### src/rtl/pipelined_reduce_pkg.sv
// Shared opcodes and tree-sizing helpers for the pipelined reduction gate.
// Optional sticky-hit logic in the top is enabled by defining PRG_STICKY_EN.
package pipelined_reduce_pkg;

  localparam logic [1:0] OP_AND  = 2'b00;
  localparam logic [1:0] OP_OR   = 2'b01;
  localparam logic [1:0] OP_XOR  = 2'b10;
  localparam logic [1:0] OP_NAND = 2'b11;

  // Number of FANIN-ary levels needed to fold width bits down to one; never less than 1.
  function automatic int clog_fanin(input int width, input int fanin);
    int n;
    int s;
    n = width;
    s = 0;
    while (n > 1) begin
      n = (n + fanin - 1) / fanin;
      s = s + 1;
    end
    if (s < 1) s = 1;
    return s;
  endfunction

  // Node count entering tree level 'level' (level 0 is the raw operand).
  function automatic int nodes_at(input int width, input int fanin, input int level);
    int n;
    n = width;
    for (int k = 0; k < level; k++) begin
      n = (n + fanin - 1) / fanin;
    end
    return n;
  endfunction

endpackage

### src/rtl/reduce_stage.sv
// One registered FANIN-ary reduction level; chunks are taken LSB first and the short
// tail chunk is padded with the operation identity. The LAST level applies NAND inversion.
module reduce_stage
  import pipelined_reduce_pkg::*;
#(
  parameter int IN_W  = 16,
  parameter int FANIN = 4,
  parameter bit LAST  = 1'b0
) (
  input  logic                              CK,
  input  logic                              RSTN,
  input  logic                              CE,
  input  logic                              vi,
  input  logic [1:0]                        op,
  input  logic [IN_W-1:0]                   d,
  output logic                              vo,
  output logic [1:0]                        op_o,
  output logic [(IN_W+FANIN-1)/FANIN-1:0]   q,
  output logic                              hit
);

  localparam int OUT_W = (IN_W + FANIN - 1) / FANIN;
  localparam int PAD_W = OUT_W * FANIN;

  logic             ident;
  logic [PAD_W-1:0] dp;
  logic [OUT_W-1:0] red;
  logic [OUT_W-1:0] q_nxt;

  always_comb begin
    ident = (op == OP_AND) || (op == OP_NAND);
    dp    = {PAD_W{ident}};
    dp[IN_W-1:0] = d;
    red   = '0;
    for (int j = 0; j < OUT_W; j++) begin
      case (op)
        OP_OR:   red[j] = |dp[j*FANIN +: FANIN];
        OP_XOR:  red[j] = ^dp[j*FANIN +: FANIN];
        default: red[j] = &dp[j*FANIN +: FANIN];
      endcase
    end
    q_nxt = red;
    if (LAST && (op == OP_NAND)) q_nxt = ~red;
  end

  // Only meaningful on the final level, where q_nxt is the single result bit.
  assign hit = vi & q_nxt[0];

  always_ff @(posedge CK) begin
    if (!RSTN) begin
      vo   <= 1'b0;
      op_o <= OP_AND;
      q    <= '0;
    end else if (CE) begin
      vo   <= vi;
      op_o <= op;
      // The final result only moves on valid slots so Z holds across bubbles.
      if (!LAST || vi) q <= q_nxt;
    end
  end

endmodule

### src/rtl/pipelined_reduce_gate.sv
// WIDTH-input AND/OR/XOR/NAND reduction as a registered FANIN-ary tree, latency STAGES, CE stalls all.
// Define PRG_STICKY_EN to add the ZS sticky-hit flag and its CLR input.
module pipelined_reduce_gate
  import pipelined_reduce_pkg::*;
#(
  parameter int WIDTH = 16,
  parameter int FANIN = 4
) (
  input  logic             CK,
  input  logic             RSTN,
  input  logic             CE,
  input  logic             VI,
  input  logic [1:0]       OP,
  input  logic [WIDTH-1:0] A,
  output logic             VO,
  output logic             Z
`ifdef PRG_STICKY_EN
  ,
  output logic             ZS,
  input  logic             CLR
`endif
);

  localparam int STAGES = clog_fanin(WIDTH, FANIN);

  logic [WIDTH-1:0] dat [0:STAGES];
  logic [1:0]       ops [0:STAGES];
  logic [STAGES:0]  vld;
  logic [STAGES:1]  hits;

  assign dat[0] = A;
  assign ops[0] = OP;
  assign vld[0] = VI;

  for (genvar k = 0; k < STAGES; k++) begin : g_stage
    localparam int IW = nodes_at(WIDTH, FANIN, k);
    localparam int OW = nodes_at(WIDTH, FANIN, k + 1);

    logic [OW-1:0] q;
    logic          unused_dat;

    reduce_stage #(
      .IN_W  (IW),
      .FANIN (FANIN),
      .LAST  (k == STAGES - 1)
    ) u_stage (
      .CK   (CK),
      .RSTN (RSTN),
      .CE   (CE),
      .vi   (vld[k]),
      .op   (ops[k]),
      .d    (dat[k][IW-1:0]),
      .vo   (vld[k+1]),
      .op_o (ops[k+1]),
      .q    (q),
      .hit  (hits[k+1])
    );

    assign dat[k+1]   = WIDTH'(q);
    assign unused_dat = ^dat[k+1];
  end

  assign VO = vld[STAGES];
  assign Z  = dat[STAGES][0];

  logic unused_top;
  assign unused_top = ^{ops[STAGES], hits};

`ifdef PRG_STICKY_EN
  logic zs_q;

  // A hit landing on the same edge as CLR wins; CLR alone works even while stalled.
  always_ff @(posedge CK) begin
    if (!RSTN) begin
      zs_q <= 1'b0;
    end else if (CE && hits[STAGES]) begin
      zs_q <= 1'b1;
    end else if (CLR) begin
      zs_q <= 1'b0;
    end
  end

  assign ZS = zs_q;
`endif

endmodule

### config.mk
export PLATFORM = sky130hd
export DESIGN_NAME = pipelined_reduce_gate
export DESIGN_NICKNAME = d
export VERILOG_FILES = /design/src/rtl/pipelined_reduce_pkg.sv /design/src/rtl/reduce_stage.sv /design/src/rtl/pipelined_reduce_gate.sv
export SDC_FILE = /design/constraint.sdc
export NUM_CORES = 1
export LEC_CHECK = 0
export CAP_MARGIN = 0
export CORE_MARGIN = 2
export CORE_UTILIZATION = 48
export DETAILED_ROUTE_END_ITERATION = 8
export HOLD_SLACK_MARGIN = 0.15
export PLACE_DENSITY = 0.82
export RECOVER_POWER = 50
export SYNTH_ARGS = -nofsm -noshare
export SYNTH_HDL_FRONTEND = slang
export SYNTH_SLANG_ARGS = --single-unit
### constraint.sdc
create_clock -name CK -period 1.6 [get_ports CK]
set_input_delay 0.16 -clock CK [delete_from_list [all_inputs] [get_ports CK]]
set_output_delay 0.16 -clock CK [all_outputs]
set_load 0.02 [all_outputs]
After elaboration in Yosys (flattened, before gate mapping)

Cells that the tools add are included.

Register bits after elaboration: 9
Bits in latches: 0
Memory bits (writable): 0
ROM bits: 0
Input bits: 22
Output and inout bits: 2
Memories kept: 0

$add $sub $neg: 0
Multiply operators: 0
Divide/modulo/power cells: 0
$lt $le $gt $ge: 0
Eq/ne operators: 5
Shift-type cells: 0
Multiplexer cells: 6
Bitwise gates (word level): 1
Reduce and logical (&&, ||, !) cells: 16

Operators with widths:

| kind                 | count |
|---|---|
| $reduce_and A4 Y1    | 5 |
| $reduce_or A4 Y1     | 5 |
| $reduce_xor A4 Y1    | 5 |
| $pmux W1 S2          | 5 |
| $eq A2 B2 Y1 const B | 3 |
| $eq A2 B1 Y1 const B | 2 |
| $reduce_and A2 Y1    | 1 |
| $mux W1              | 1 |
| $not A1 Y1           | 1 |

Longest topological paths before layout

Depth after elaboration: 4
Depth in mapped cells: 6
Gate-level depth less buffers: 6

Modules after synthesis

A second synthesis with hierarchy kept.

Cells, all modules: 116
Area, all modules: 1006.0 µm²

By module, submodules not included:

| module                            | instances | cells each | area each (µm²) | seq. area each (µm²) |
|---|---|---|---|---|
| reduce_stage (g_stage[0].u_stage) | 1         | 79         | 664.4           | 140.1 |
| reduce_stage (g_stage[1].u_stage) | 1         | 37         | 341.6           | 80.1 |

Worst setup path after synthesis

OpenSTA, ideal clock, no wires.

Kind: reg2reg
Start point: reg g_stage[0].u_stage.q[2]
End point: reg g_stage[1].u_stage.q
Setup time: 0.095 ns
Data arrival time: 1.156 ns
Required time: 1.505 ns
Path slack: 0.348 ns
Cell stages (with the launch flop): 7
Buffers on the path: 0
Period minus slack after synthesis: 1.252 ns
Path through: dfxtp_1 -> inv_1 -> ha_1 -> xnor2_1 -> nor3b_1 -> o21ai_0 -> o311ai_1

Cells in the longest elaborated chain, start to end: 4
Elaborated cells between the ends (all ways): 6
Those cells by class: mux: 2; bitwise: 1; reduce/logical: 3

RTL lines:

| element                                         | RTL line           | text |
|---|---|---|
| start, declared                                 | reduce_stage.sv:18 | `output logic [(IN_W+FANIN-1)/FANIN-1:0] q,` |
| start signal, assigned                          | reduce_stage.sv:58 | `if (!LAST \|\| vi) q <= q_nxt;` |
| $reduce_and A4 Y1, or another cell as far along | reduce_stage.sv:39 | `default: red[j] = &dp[j*FANIN +: FANIN];` |
| $pmux W1 S2 (*)                                 | reduce_stage.sv:36 | `case (op)` |
| $not A1 Y1                                      | reduce_stage.sv:43 | `if (LAST && (op == OP_NAND)) q_nxt = ~red;` |
| $mux W1 (*)                                     | reduce_stage.sv:43 |  |
| end signal, assigned                            | reduce_stage.sv:58 |  |
| end, declared                                   | reduce_stage.sv:18 |  |

Mark *: on every way between the ends. The rest lies on a longest branch, timed or not.
A chain may end at the register's enable or synchronous reset.

Final worst setup path

Start point: reg g_stage[1].u_stage.q
End point: out Z

RTL lines:

| element       | RTL line                    | text |
|---|---|---|
| end, declared | pipelined_reduce_gate.sv:16 | `output logic Z` |

No word-level cell between the ends.

==> flow_summary.json <==
{
  "drive_gt1_share_pct": 5.30,
  "ios": 24,
  "worstRegToRegCells": 6,
  "period_minus_slack_ps": 1430,
  "endpoint": "Z",
  "fp.coreArea_um2": 1780,
  "die_area_um2": 2300,
  "area_growth_pct": 29.3,
  "critPathCaptureType": "output pin",
  "ys_warn_count": 0,
  "vdd.ir_drop.worst_mv": 0.259,
  "cts-root-buf": "clkbuf_4",
  "mostFrequentLayoutCell": "ha_1",
  "cp_max_fo": 2,
  "syn_nets": 152,
  "cp_slowest_cell": "dlygate4sd3_1",
  "gp_congestion": 0.733,
  "grt_pass1_vias": 768,
  "critPathMaxStageDelay_ps": 670,
  "wire_per_inst_um": 10.7,
  "start_kind": "register",
  "grt.total_usage_pct": 17.7,
  "powerDensity_nw_per_um2": 531,
  "grt_max_degree": 10,
  "cp.buffers_inverters": 1,
  "finalHoldViolCount": 0,
  "max-cap-violations": 0,
  "drcViolationCount": 0,
  "netlist_area_um2": 930,
  "startpoint": "g_stage[1].u_stage.q",
  "r2r_slack_ps": 190,
  "num-nets-final": 180,
  "tns_ps": 0,
  "die_height_um": 48.0,
  "relSlewSlack_pct": 72.4,
  "syn-instance-count": 105,
  "antenna_found_initial": 0,
  "r2r_end": "g_stage[1].u_stage.q",
  "critPathRequiredTime_ps": 1440,
  "worst-path-stages": 1,
  "port-buffer-count": 23,
  "ant_nets": 0,
  "leakage_nw": 0.621,
  "rows": 15,
  "postCtsSetupRepairBufs": 0,
  "cts_resized": 0,
  "htreeDepth": 1,
  "crit_chain": "dlygate4sd3_1",
  "layout_common_cells": "ha_1 (25), inv_1 (24), clkdlybuf4s50_1 (21)",
  "globalRouteOverflowTotal": 0,
  "num_vias": 774,
  "fill_cells": 147,
  "path_class": "register to output pin",
  "r2r_start": "g_stage[0].u_stage.q[0]",
  "rsz0062_at_grt": "no",
  "crit_arrival_ps": 1270,
  "grt_pass1_wl_um": 2840,
  "clkSlewWorstSetupHoldPaths_ps": 60,
  "antenna_cells": 0,
  "regArea_um2": 180,
  "clock_sink_count": 9,
  "critPathTopFamily": "buffers and inverters",
  "post_cts_hold_buffer_count": 0,
  "multi_input_comb_area_um2": 618,
  "synth_cell_types": 22,
  "die_w_um": 48.0,
  "cts_tree": "built",
  "cts_buffers": 3,
  "post_drt_via_cell_ratio": 4.93,
  "insertion_delay_ps": 270,
  "hpwl_um": 1470,
  "status": "finished, final reports clean",
  "slew_viol_final": 0,
  "setup_viol": 0,
  "hold_class": "register to register",
  "holdWs_ps": 484,
  "worst_slew_pin_slew_ps": 413,
  "syn_area_per_cell_um2": 8.85,
  "fin_skew_ps": 0.814,
  "drt-initial-drc-count": 8,
  "wirelength_um": 1690,
  "ys_seq_elements": 9,
  "ys_seq_area_share_pct": 19.4,
  "fin_crit_sh_pct": 89.2,
  "timing.fmax_mhz": 701,
  "dr.pass1.iters": 4,
  "floorplan.initialDensity_pct": 52.1,
  "clock_path_buffers": 2
}
## area by class of cell
type	instances	area share [%]
Clock buffer	4	2.19
Inverter	24	7.49
Multi-Input combinational cell	68	51.4
Sequential cell	9	15.0
Tap cell	25	2.60
Timing Repair Buffer	27	21.3
## state kept, by name (all words and copies together) (netlist names)
| signal | flops |
|---|---|
| g_stage.u_stage.vo | 2 |
| g_stage.u_stage.op_o | 2 |
| g_stage.u_stage.q | 5 |
## synthesized netlist by cell type (all sizes together)
cell type   n  share of area [%]
a21bo       1                1.1
o211ai      4                3.2
ha         25                 34
dfxtp       9                 19
mux2i       3                3.2
a21boi      1               0.81
inv        24                9.7
nand2       5                2.0
o211a       4                4.3
nand3       6                3.2
buf         4                4.4
a22oi       4                3.2
nor2b       3                2.0
o311ai      1               0.94
xor2        4                3.8
xnor2       1               0.94
nand2b      1               0.67
nand4       1               0.67
nor3b       2                1.6
o21ai       2                1.1
## worst register-to-register path, delay by kind of cell (launching register included)
family	cells	cell delay [ps]
buffers and inverters	1	70
adder cells (fa/ha/maj)	1	300
flip-flops	1	380
XOR/XNOR	1	130
AO/OA/AOI/OAI	2	200
AND/OR/NAND/NOR	1	230
## stage by stage
stage / area (µm²) / instances / util, % / setup slack, ps / total power [mW]
2_1_floorplan: 930 / 105 / - / 348 / 0.373
3_3_place_gp: 1180 / 153 / 66.2 / -0.651 / 0.448
3_5_place_dp: 1180 / 153 / 66.2 / -54.0 / 0.460
4_1_cts: 1210 / 157 / 67.6 / 202 / 0.645
5_1_grt: 1200 / 157 / 67.4 / 75.1 / 0.674
6_report: 1200 / 157 / 67.4 / 173 / 0.639
## logic make-up (layout without fill, tap and decap cells)
| logic type | count (synthesis) | in the layout | share of synthesized area [%] |
|---|---|---|---|
| fa+ha+maj | 25 | 25 | 33.6 |
| flops | 9 | 9 | 19.4 |
| buf+inv | 28 | 55 | 14.1 |
| mux | 3 | 3 | 3.23 |
| xor+xnor | 5 | 5 | 4.71 |
| simple gates | 18 | 18 | 10.2 |
| compound gates | 17 | 17 | 14.7 |
## where the power goes
group	internal (mW)	switching [mW]
clock	0.0968	0.0907
combinational	0.116	0.0877
sequential	0.237	0.0111
## per-layer routing
layer	track usage [%]	up-vias	wire (µm)
met5	0	-	0
met4	8.11	0	26
met3	3.40	3	79
met2	34.4	19	897
met1	17.7	353	682
li1	-	399	-
## how the worst min path moves through the flow
stage	cells after the start	start	slack [ps]	end
floorplan	2	OP[0]	330	g_stage[0].u_stage.op_o[0]
global route	2	g_stage[1].u_stage.q	510	g_stage[1].u_stage.q
CTS	2	g_stage[1].u_stage.vo	500	g_stage[1].u_stage.vo
finish	2	g_stage[1].u_stage.vo	480	g_stage[1].u_stage.vo
detailed placement	2	g_stage[1].u_stage.q	480	g_stage[1].u_stage.q
global placement	2	g_stage[1].u_stage.vo	470	g_stage[1].u_stage.vo
Power figures use the tool's default switching activity.
==> RTL change: new RTL, same settings <==
Change the parameter `WIDTH` from 16 to 20.
--- a/src/rtl/pipelined_reduce_gate.sv
+++ b/src/rtl/pipelined_reduce_gate.sv
@@ -5,3 +5,3 @@
 #(
-  parameter int WIDTH = 16,
+  parameter int WIDTH = 20,
   parameter int FANIN = 4
Interface: changed (resized A); port bits go from 24 to 28. The function was not compared with the original's and may differ.
==> RTL change against the original RTL <==
Worst setup slack got worse by 0.077 ns. Via count up 47%. Cell count up 37%. Sequential cell count is 6 higher. Design area rose by 43%. Clock skew grew 0.0011 ns. Routed wire length rose by 51%. Synthesized area increased by 43%. Power rose by 44%. Fmax fell by 5.1%. First-iteration DRC count increased to 3.9 times the old value. Critical endpoint is now g_stage[1].u_stage.q[1]$_SDFFE_PN0P_. Highest routed layer unchanged.
==> RTL change: results <==
{
  "synth.area.mux_share": 0.0525,
  "async_reset_ff_frac": 0,
  "dpl_cell_area_um2": 1690,
  "synthTopCellsByCount": "34 x inv_1, 33 x ha_1, 15 x dfxtp_1, 9 x nand2_1",
  "synth_xor_area_frac": 0.0394,
  "clk_pin_slew_worst_paths_ns": 0.09,
  "synthAdderAreaFrac": 0.310,
  "wl_met2_um": 1370,
  "grt_max_degree": 20,
  "status": "finished, final reports clean",
  "routabilityCongestion": 0.864,
  "synth.yosys.seq_area_share": 0.225,
  "cts_buffers": 3,
  "fillers": 232,
  "drt-vias-per-instance": 5.28,
  "synth_compound_area_frac": 0.159,
  "hold_path.class": "flop to flop",
  "grt_pass1_wl_um": 4590,
  "worst_ep_arrival_time_ns": 1.69,
  "dp_slack_ns": -0.0962,
  "nNetsFinal": 244,
  "cp-start-kind": "flop",
  "path_max_fanout": 2,
  "dr.pass1.iters": 4,
  "wl_met3_um": 125,
  "syn_nets": 209,
  "portBuffers": 27,
  "endpoint": "g_stage[1].u_stage.q[1]$_SDFFE_PN0P_",
  "pg_seq_uw": 410,
  "rr_worst_depth": 7,
  "grt_use_total": 0.175,
  "synth.area.top_cells": "ha_1 31%, dfxtp_1 23%, inv_1 9.6%",
  "hpwl_um": 2110,
  "internal_power_uw": 646,
  "combPwrFrac": 0.316,
  "clk_latency_ns": 0.29,
  "min_period_ns": 1.50,
  "finalClockSkew_ns": 0.00189,
  "worst_pin_slew_ns": 0.402,
  "cts-root-buf": "clkbuf_4",
  "regToRegStartpoint": "g_stage[0].u_stage.op_o[0]$_SDFFE_PN0P_",
  "antenna_found_initial": 0,
  "grt_pass1_vias": 1182,
  "first_iter_violations": 31,
  "ys.flop_type": "dfxtp_1",
  "top_regs": "g_stage.u_stage.q (8), g_stage.u_stage.op_o (4), g_stage.u_stage.vo (3)",
  "diodes": 0,
  "rrSetupSlack_ns": 0.1,
  "clockBufferDepth": 2,
  "ys_warn_count": 0,
  "wl_met1_um": 1030,
  "totalWireLength_um": 2550,
  "htreeDepth": 1,
  "ir_drop_mv": 0.486,
  "drive_gt1_frac": 0.0978,
  "p_leak_nw": 0.873
}
## RTL change: changes by cell type in the layout (fill, tap and decap cells not counted), moves of 3 or more
cell	before	now
nor2b_1	3	6
nand2_1	5	9
mux2i_1	3	7
dfxtp_1	9	14
inv_1	24	32
o211ai_1	4	7
ha_1	25	31
clkdlybuf4s50_1	21	24
## RTL change: area by class of cell
cell class / count / area, um2 / area share
clock buffers: 3 / 22.5 / 0.0131
inverters: 34 / 128 / 0.0740
flip-flops and latches: 15 / 302 / 0.175
clock inverters: 1 / 5.00 / 0.00290
multi-input cells: 97 / 912 / 0.529
repair buffers: 34 / 317 / 0.184
well taps: 31 / 38.8 / 0.0225
## RTL change: stage by stage
| step | instances | total power [mW] | hold WS (ns) |
|---|---|---|---|
| floorplan | 150 | 0.577 | 0.288 |
| global placement | 211 | 0.685 | 0.456 |
| detailed placement | 211 | 0.708 | 0.467 |
| CTS | 215 | 0.936 | 0.480 |
| global route | 215 | 0.987 | 0.518 |
| finish | 215 | 0.923 | 0.489 |
## RTL change: how the worst min path moves through the flow
stage	startpoint	end	slack, ns	depth (start not counted)
after detailed placement	g_stage[2].u_stage.vo$_SDFFE_PN0P_	g_stage[2].u_stage.vo$_SDFFE_PN0P_	0.47	2
after CTS	g_stage[2].u_stage.vo$_SDFFE_PN0P_	g_stage[2].u_stage.vo$_SDFFE_PN0P_	0.48	2
final	g_stage[2].u_stage.vo$_SDFFE_PN0P_	g_stage[2].u_stage.vo$_SDFFE_PN0P_	0.49	2
after floorplan	RSTN	g_stage[0].u_stage.vo$_SDFFE_PN0P_	0.29	1
after global placement	g_stage[2].u_stage.vo$_SDFFE_PN0P_	g_stage[2].u_stage.vo$_SDFFE_PN0P_	0.46	2
after global routing	g_stage[2].u_stage.vo$_SDFFE_PN0P_	g_stage[2].u_stage.vo$_SDFFE_PN0P_	0.52	2
## RTL change: critical path, stage by stage (launching register included)
cell and delay (ns):
dfxtp_2 0.34, inv_2 0.04, ha_4 0.26, inv_2 0.04
ha_4 0.19, a221o_1 0.32, o211ai_1 0.10, a21boi_1 0.09
## RTL change: timing repair
action,in CTS,in global routing
resized for setup,1,4
hold buffers,0,0
cloned,0,0
pin swaps,0,4
setup endpoints to repair,1,1
## RTL change: cell families after synthesis
group,Yosys count
AO/OA/AOI/OAI,25
XOR/XNOR,6
adder cells (fa/ha/maj),33
buffers and inverters,38
flip-flops,15
multiplexers,7
AND/OR/NAND/NOR,26
## RTL change: per-layer routing
layer	vias up	GRT usage
met2	33	0.349
met4	0	0.0374
met1	529	0.178
li1	568	-
met3	5	0.0438
met5	-	0
